File: src/rtl/line_arbiter_pkg.sv
// Shared types and constants for the cache-line arbiter.
package line_arbiter_pkg;

    typedef enum logic [1:0] {
        IDLE,
        BURST,
        RESP
    } arb_state_t;

    typedef enum logic {
        SRC_I,
        SRC_D
    } arb_src_t;

    localparam int LINE_BEATS  = 4;
    localparam int OFFSET_BITS = 5;

endpackage

File: src/rtl/line_arbiter_if.sv
// Bundle of I-cache, D-cache and physical-memory signals around the arbiter.
// The arbiter takes the slave view; caches and memory take the master view.
interface line_arbiter_if #(
    parameter int LINE_WIDTH = 256,
    parameter int BEAT_WIDTH = 64,
    parameter int ADDR_WIDTH = 32
);

    logic                  i_line_read;
    logic [ADDR_WIDTH-1:0] i_line_address;
    logic [LINE_WIDTH-1:0] i_line_rdata;
    logic                  i_line_resp;

    logic                  d_line_read;
    logic                  d_line_write;
    logic [ADDR_WIDTH-1:0] d_line_address;
    logic [LINE_WIDTH-1:0] d_line_wdata;
    logic [LINE_WIDTH-1:0] d_line_rdata;
    logic                  d_line_resp;

    logic                  pmem_read;
    logic                  pmem_write;
    logic [ADDR_WIDTH-1:0] pmem_address;
    logic [BEAT_WIDTH-1:0] pmem_wdata;
    logic [BEAT_WIDTH-1:0] pmem_rdata;
    logic                  pmem_resp;

    modport slave (
        input  i_line_read, i_line_address,
        output i_line_rdata, i_line_resp,
        input  d_line_read, d_line_write, d_line_address, d_line_wdata,
        output d_line_rdata, d_line_resp,
        output pmem_read, pmem_write, pmem_address, pmem_wdata,
        input  pmem_rdata, pmem_resp
    );

    modport master (
        output i_line_read, i_line_address,
        input  i_line_rdata, i_line_resp,
        output d_line_read, d_line_write, d_line_address, d_line_wdata,
        input  d_line_rdata, d_line_resp,
        input  pmem_read, pmem_write, pmem_address, pmem_wdata,
        output pmem_rdata, pmem_resp
    );

endinterface

File: src/rtl/line_arbiter_assembler.sv
// Beat-indexed view of a cache line: extracts the current beat for writes
// and merges an incoming beat into the line for reads.
module line_arbiter_assembler #(
    parameter int LINE_WIDTH = 256,
    parameter int BEAT_WIDTH = 64,
    parameter int BEAT_BITS  = 2
) (
    input  logic [LINE_WIDTH-1:0] line_in,
    input  logic [BEAT_BITS-1:0]  beat,
    input  logic [BEAT_WIDTH-1:0] beat_in,
    output logic [BEAT_WIDTH-1:0] beat_out,
    output logic [LINE_WIDTH-1:0] line_out
);

    // Slice the selected beat out, and produce the line with that beat replaced
    always_comb begin
        beat_out = line_in[int'(beat) * BEAT_WIDTH +: BEAT_WIDTH];
        line_out = line_in;
        line_out[int'(beat) * BEAT_WIDTH +: BEAT_WIDTH] = beat_in;
    end

endmodule

File: src/rtl/line_arbiter.sv
// Round-robin arbiter moving 256-bit I-cache fills and D-cache fills or
// writebacks over a single 64-bit physical memory port as 4-beat bursts.
module line_arbiter
    import line_arbiter_pkg::*;
#(
    parameter int LINE_WIDTH = 256,
    parameter int BEAT_WIDTH = 64,
    parameter int ADDR_WIDTH = 32
) (
    input  logic           clk,
    input  logic           rst,
    line_arbiter_if.slave  bus
);

    localparam int BEATS     = LINE_WIDTH / BEAT_WIDTH;
    localparam int BEAT_BITS = (BEATS > 1) ? $clog2(BEATS) : 1;
    localparam logic [BEAT_BITS-1:0] LAST_BEAT = BEAT_BITS'(BEATS - 1);

    arb_state_t            state;
    arb_src_t              src;
    arb_src_t              last_grant;
    arb_src_t              grant_src;
    logic [BEAT_BITS-1:0]  beat;
    logic [LINE_WIDTH-1:0] line_buf;
    logic [ADDR_WIDTH-1:0] addr_q;
    logic                  rd_q;
    logic                  wr_q;
    logic [LINE_WIDTH-1:0] i_rdata_q;
    logic [LINE_WIDTH-1:0] d_rdata_q;
    logic                  i_resp_q;
    logic                  d_resp_q;

    logic                  i_req;
    logic                  d_req;
    logic [BEAT_WIDTH-1:0] beat_slice;
    logic [LINE_WIDTH-1:0] line_merged;
    logic                  unused_addr_bits;

    assign i_req = bus.i_line_read;
    assign d_req = bus.d_line_read | bus.d_line_write;

    // Offset bits are forced to zero on the memory side and never needed here
    assign unused_addr_bits = ^{bus.i_line_address[OFFSET_BITS-1:0],
                                bus.d_line_address[OFFSET_BITS-1:0]};

    line_arbiter_assembler #(
        .LINE_WIDTH (LINE_WIDTH),
        .BEAT_WIDTH (BEAT_WIDTH),
        .BEAT_BITS  (BEAT_BITS)
    ) u_assembler (
        .line_in  (line_buf),
        .beat     (beat),
        .beat_in  (bus.pmem_rdata),
        .beat_out (beat_slice),
        .line_out (line_merged)
    );

    // Pick a requester: the lone one, or the one not served last when both wait
    always_comb begin
        grant_src = SRC_I;
        if (i_req && d_req) begin
            grant_src = (last_grant == SRC_I) ? SRC_D : SRC_I;
        end else if (d_req) begin
            grant_src = SRC_D;
        end
    end

    // Arbitration, burst sequencing and completion FSM with registered outputs
    always_ff @(posedge clk or negedge rst) begin
        if (!rst) begin
            state      <= IDLE;
            src        <= SRC_I;
            last_grant <= SRC_I;
            beat       <= '0;
            line_buf   <= '0;
            addr_q     <= '0;
            rd_q       <= 1'b0;
            wr_q       <= 1'b0;
            i_rdata_q  <= '0;
            d_rdata_q  <= '0;
            i_resp_q   <= 1'b0;
            d_resp_q   <= 1'b0;
        end else begin
            case (state)
                IDLE: begin
                    if (i_req || d_req) begin
                        src        <= grant_src;
                        last_grant <= grant_src;
                        beat       <= '0;
                        state      <= BURST;
                        if (grant_src == SRC_D) begin
                            addr_q   <= {bus.d_line_address[ADDR_WIDTH-1:OFFSET_BITS],
                                         {OFFSET_BITS{1'b0}}};
                            rd_q     <= ~bus.d_line_write;
                            wr_q     <= bus.d_line_write;
                            line_buf <= bus.d_line_wdata;
                        end else begin
                            addr_q   <= {bus.i_line_address[ADDR_WIDTH-1:OFFSET_BITS],
                                         {OFFSET_BITS{1'b0}}};
                            rd_q     <= 1'b1;
                            wr_q     <= 1'b0;
                        end
                    end
                end
                BURST: begin
                    if (bus.pmem_resp) begin
                        beat <= beat + 1'b1;
                        if (!wr_q) begin
                            line_buf <= line_merged;
                        end
                        if (beat == LAST_BEAT) begin
                            rd_q  <= 1'b0;
                            wr_q  <= 1'b0;
                            state <= RESP;
                            if (src == SRC_I) begin
                                i_resp_q  <= 1'b1;
                                i_rdata_q <= line_merged;
                            end else begin
                                d_resp_q <= 1'b1;
                                if (!wr_q) begin
                                    d_rdata_q <= line_merged;
                                end
                            end
                        end
                    end
                end
                RESP: begin
                    i_resp_q <= 1'b0;
                    d_resp_q <= 1'b0;
                    state    <= IDLE;
                end
                default: begin
                    state <= IDLE;
                end
            endcase
        end
    end

    assign bus.pmem_read    = rd_q;
    assign bus.pmem_write   = wr_q;
    assign bus.pmem_address = addr_q;
    assign bus.pmem_wdata   = wr_q ? beat_slice : '0;
    assign bus.i_line_rdata = i_rdata_q;
    assign bus.i_line_resp  = i_resp_q;
    assign bus.d_line_rdata = d_rdata_q;
    assign bus.d_line_resp  = d_resp_q;

endmodule

File: src/flat_wrapper.sv
// flat-port wrapper written by rule: the top's interface ports become plain ports
module line_arbiter_flat import line_arbiter_pkg::*;
#(
    parameter int LINE_WIDTH = 256,
    parameter int BEAT_WIDTH = 64,
    parameter int ADDR_WIDTH = 32
)
  (clk, rst, bus_i_line_read, bus_i_line_address, bus_i_line_rdata, bus_i_line_resp, bus_d_line_read, bus_d_line_write, bus_d_line_address, bus_d_line_wdata, bus_d_line_rdata, bus_d_line_resp, bus_pmem_read, bus_pmem_write, bus_pmem_address, bus_pmem_wdata, bus_pmem_rdata, bus_pmem_resp);
  line_arbiter_if #(.LINE_WIDTH(LINE_WIDTH), .BEAT_WIDTH(BEAT_WIDTH), .ADDR_WIDTH(ADDR_WIDTH)) bus_i ();
  input  logic clk;
  input  logic rst;
  input wire logic [$bits(bus_i.i_line_read)-1:0] bus_i_line_read;
  input wire logic [$bits(bus_i.i_line_address)-1:0] bus_i_line_address;
  output wire logic [$bits(bus_i.i_line_rdata)-1:0] bus_i_line_rdata;
  output wire logic [$bits(bus_i.i_line_resp)-1:0] bus_i_line_resp;
  input wire logic [$bits(bus_i.d_line_read)-1:0] bus_d_line_read;
  input wire logic [$bits(bus_i.d_line_write)-1:0] bus_d_line_write;
  input wire logic [$bits(bus_i.d_line_address)-1:0] bus_d_line_address;
  input wire logic [$bits(bus_i.d_line_wdata)-1:0] bus_d_line_wdata;
  output wire logic [$bits(bus_i.d_line_rdata)-1:0] bus_d_line_rdata;
  output wire logic [$bits(bus_i.d_line_resp)-1:0] bus_d_line_resp;
  output wire logic [$bits(bus_i.pmem_read)-1:0] bus_pmem_read;
  output wire logic [$bits(bus_i.pmem_write)-1:0] bus_pmem_write;
  output wire logic [$bits(bus_i.pmem_address)-1:0] bus_pmem_address;
  output wire logic [$bits(bus_i.pmem_wdata)-1:0] bus_pmem_wdata;
  input wire logic [$bits(bus_i.pmem_rdata)-1:0] bus_pmem_rdata;
  input wire logic [$bits(bus_i.pmem_resp)-1:0] bus_pmem_resp;
  assign bus_i.i_line_read = bus_i_line_read;
  assign bus_i.i_line_address = bus_i_line_address;
  assign bus_i_line_rdata = bus_i.i_line_rdata;
  assign bus_i_line_resp = bus_i.i_line_resp;
  assign bus_i.d_line_read = bus_d_line_read;
  assign bus_i.d_line_write = bus_d_line_write;
  assign bus_i.d_line_address = bus_d_line_address;
  assign bus_i.d_line_wdata = bus_d_line_wdata;
  assign bus_d_line_rdata = bus_i.d_line_rdata;
  assign bus_d_line_resp = bus_i.d_line_resp;
  assign bus_pmem_read = bus_i.pmem_read;
  assign bus_pmem_write = bus_i.pmem_write;
  assign bus_pmem_address = bus_i.pmem_address;
  assign bus_pmem_wdata = bus_i.pmem_wdata;
  assign bus_i.pmem_rdata = bus_pmem_rdata;
  assign bus_i.pmem_resp = bus_pmem_resp;
  line_arbiter #(.LINE_WIDTH(LINE_WIDTH), .BEAT_WIDTH(BEAT_WIDTH), .ADDR_WIDTH(ADDR_WIDTH)) u_core (.clk(clk), .rst(rst), .bus(bus_i));
endmodule
File: config.mk
export PLATFORM = sky130hd
export DESIGN_NAME = line_arbiter_flat
export DESIGN_NICKNAME = d
export VERILOG_FILES = /design/src/rtl/line_arbiter_pkg.sv /design/src/rtl/line_arbiter_if.sv /design/src/rtl/line_arbiter_assembler.sv /design/src/rtl/line_arbiter.sv /design/src/flat_wrapper.sv
export SDC_FILE = /design/constraint.sdc
export NUM_CORES = 2
export LEC_CHECK = 0
export ABC_CLOCK_PERIOD_IN_PS = 3400
export CAP_MARGIN = 20
export CORE_AREA = 2 2 395 397
export DETAILED_ROUTE_END_ITERATION = 12
export DIE_AREA = 0 0 397 399
export HOLD_SLACK_MARGIN = 0.06
export PLACE_DENSITY = 0.52
export SYNTH_ARGS = -nofsm -noshare
export SYNTH_HDL_FRONTEND = slang
export SYNTH_HIERARCHICAL = 1
export SYNTH_SLANG_ARGS = --single-unit
File: constraint.sdc
create_clock -name clk -period 3.4 [get_ports clk]
set_input_delay 0.34 -clock clk [delete_from_list [all_inputs] [get_ports clk]]
set_output_delay 0.34 -clock clk [all_outputs]
set_load 0.02 [all_outputs]
==> impl_metrics.py <==
metrics = {
    "clock_tree": {
        "worstSkewPairLatency_ns": 0.71,
        "cts_sinks": 804,
        "cts_buffers": 98,
        "clk_pin_slew_ns": 0.06,
        "cts-root-buf": "clkbuf_16",
        "clockBufferDepth": 3,
        "cts_setup_buffers": 0,
        "cts_max_level": 3,
        "tritoncts": "done",
    },
    "setup_path": {
        "crit_required_ns": 3.06,
        "worstPathMaxFanout": 36,
        "cp-start-kind": "register",
        "endpoint_kind": "primary output",
        "crit_arrival_ns": 2.94,
        "crit_type": "register to primary output",
        "cp-startpoint": "u_core/beat[0]",
        "timing.rr.start": "u_core/beat[1]",
    },
    "timing": {
        "finalHoldViolations": 0,
        "fmax_ghz": 0.3049,
        "slew_headroom_pct": 32.39,
        "fin_crit_sh_pct": 96.46,
        "slew_violations": 0,
        "setup_viol": 0,
        "rsz0062_at_grt": "false",
        "skew_ns": 0.04375,
        "totalNegativeSetupSlack_ns": 0,
        "period_needed_ns": 3.280,
        "worst_slew_pin_slew_ns": 1.014,
    },
    "final_layout": {
        "syn2layout_area_growth_pct": 40.85,
        "fin_area_um2": 57000,
        "final_cell_mix": "968 x clkdlybuf4s50_1, 801 x dfrtp_1, 787 x mux2_2",
        "mostFrequentLayoutCell": "clkdlybuf4s50_1",
        "regArea_um2": 20130,
        "fill_cells": 14940,
        "layoutNonFillerInstCount": 6168,
        "multiInputGateArea_um2": 18250,
        "nets": 4406,
        "drive_gt1_share_pct": 36.68,
    },
    "floorplan": {
        "core-area_um2": 153700,
        "pin_count": 1002,
        "rows": 144,
        "die_w_um": 397,
        "dieArea_um2": 158400,
        "fp.dieH_um": 399,
        "initial_core_util_pct": 26.33,
    },
    "global_routing": {
        "overflow": 0,
        "gr-usage-all-layers_pct": 19.95,
        "antenna_found_initial": 50,
        "grt_pass1_wl_mm": 229.4,
        "grt_pass1_vias": 30140,
        "grt_max_degree": 114,
    },
    "place": {
        "io_buffer_count": 986,
        "placedCellCount": 5953,
        "place_area_um2": 53460,
        "hpwl_mm": 120.0,
        "globalplace.congestion": 0.8498,
    },
    "power": {
        "total_power_mw": 60.15,
        "ir_worst_vdd_uv": 504.9,
        "p_leak_nw": 25.08,
        "power.density_nw_per_um2": 1055,
    },
    "logic_synthesis": {
        "avgSynthCellArea_um2": 13.57,
        "yosysSeqAreaShare_pct": 49.72,
        "synth_warnings": 6,
        "ys_ff_latch": 804,
        "synth_cells": 2982,
        "synth.distinct_cells": 42,
        "netlist_area_um2": 40470,
    },
    "routing": {
        "vias": 29030,
        "drc": 0,
        "wl_per_cell_um": 26.44,
        "firstDrtPassIters": 5,
        "antenna_left": 0,
        "viasPerCell": 4.706,
        "first_iter_violations": 1825,
        "finalWirelength_mm": 163.1,
    },
    "outcome": {
        "status": "finished, final reports clean",
    },
    "min_path": {
        "hp-class": "primary input to register",
        "min_from": "bus_i_line_address[7]",
    },
    "run": {
        "cap_violations": 0,
    },
}
==> cells by family after synthesis <==
group           share of synthesized area [%]
fa+ha+maj                              0.1855
other cells                          0.009267
buf+inv                                 5.482
mux                                     34.37
flops                                   49.72
compound gates                          6.388
simple gates                            3.852
==> routing by layer <==
metal | track usage [%] | wire (um) | vias to the layer above | share of wire (%)
met5 | 0.3935 | 327 | - | 0.20
met4 | 7.625 | 5076 | 38 | 3.1
met3 | 6.007 | 11660 | 248 | 7.2
met2 | 32.01 | 78100 | 995 | 48
met1 | 25.15 | 67920 | 15010 | 42
li1 | - | - | 12730 | -
==> per-stage QoR <==
step | setup slack (ns) | hold slack [ns] | utilization [%]
after floorplan | 0.5884 | 0.04441 | -
after global placement | 0.3592 | 0.4728 | 34.78
after detailed placement | 0.3352 | 0.4675 | 34.78
after CTS | 0.002137 | 0.1269 | 37.02
after global routing | 0.0001668 | 0.1593 | 37.08
final | 0.1205 | 0.2074 | 37.09
==> state kept, by name, indices dropped and copies added, names as in the netlist <==
register and count:
u_core/state 2, u_core/bus.pmem_address 27, u_core/bus.d_line_rdata 256, u_core/beat 2, u_core/last_grant 1, u_core/line_buf 256
u_core/bus.d_line_resp 1, u_core/bus.pmem_write 1, u_core/bus.pmem_read 1, u_core/bus.i_line_rdata 256, u_core/bus.i_line_resp 1
==> final timing paths <==
kind,end,slack (ns),cells after the start
min in group asynchronous,u_core/line_buf[133],0.29,2
hold / removal,u_core/bus.pmem_address[7],0.21,3
setup / recovery,bus_pmem_wdata[26],0.12,4
max in group asynchronous,u_core/bus.d_line_rdata[234],2.03,3
setup reg to reg,u_core/line_buf[191],0.29,7
hold reg to reg,u_core/bus.i_line_rdata[253],0.51,1
==> Yosys cell counts (all sizes together) <==
library cell	n	share of area, %
or4b	1	0.025
nor4b	1	0.037
or4	1	0.019
nand4bb	1	0.028
nor2	30	0.28
conb	1	0.0093
nand2	252	2.3
and4b	1	0.025
inv	195	1.8
o21a	1	0.019
a22o	66	1.4
mux4	64	3.6
o22ai	126	2.9
a21o	1	0.019
dfrtp	804	50
a221oi	1	0.065
o211ai	1	0.031
nor4bb	2	0.049
clkbuf	76	0.70
o31a	1	0.022
o21ai	4	0.059
nor3	1	0.012
or2	1	0.015
o21bai	1	0.019
a32o	1	0.025
and2	64	0.99
ha	6	0.19
nand2b	2	0.031
a31oi	27	0.42
buf	157	3.0
mux2	1027	31
o32ai	64	1.4
a41o	1	0.025
==> layout make-up <==
class / instances / share of cell area, %
sequential: 804 / 35.32
multi-input combinational: 1754 / 32.01
timing repair buffer: 1157 / 20.76
clock buffer: 137 / 4.840
tap: 2044 / 4.487
inverter: 195 / 1.286
clock inverter: 45 / 1.152
antenna: 32 / 0.1405
==> power breakdown <==
group	internal, mW	total (mW)	switching, mW	leakage (nW)
Sequential	13.7	16.7	3.03	10.5
Clock	6.55	11.1	4.57	1.65
Combinational	16.4	32.3	15.8	12.9
==> worst max-delay path: stages (launching register included) <==
cell and delay [ns]:
dfrtp_4 0.52, buf_16 0.28, mux4_2 0.54, and2_1 0.16
clkdlybuf4s50_1 0.61
==> what timing repair did <==
action,4_1_cts,5_1_grt
resized for setup,8,11
hold buffers,1,0
setup endpoints to repair,7,11
pin swaps,0,0
hold endpoints to repair,46,0
Note: power is estimated with default switching activity, not from simulation.
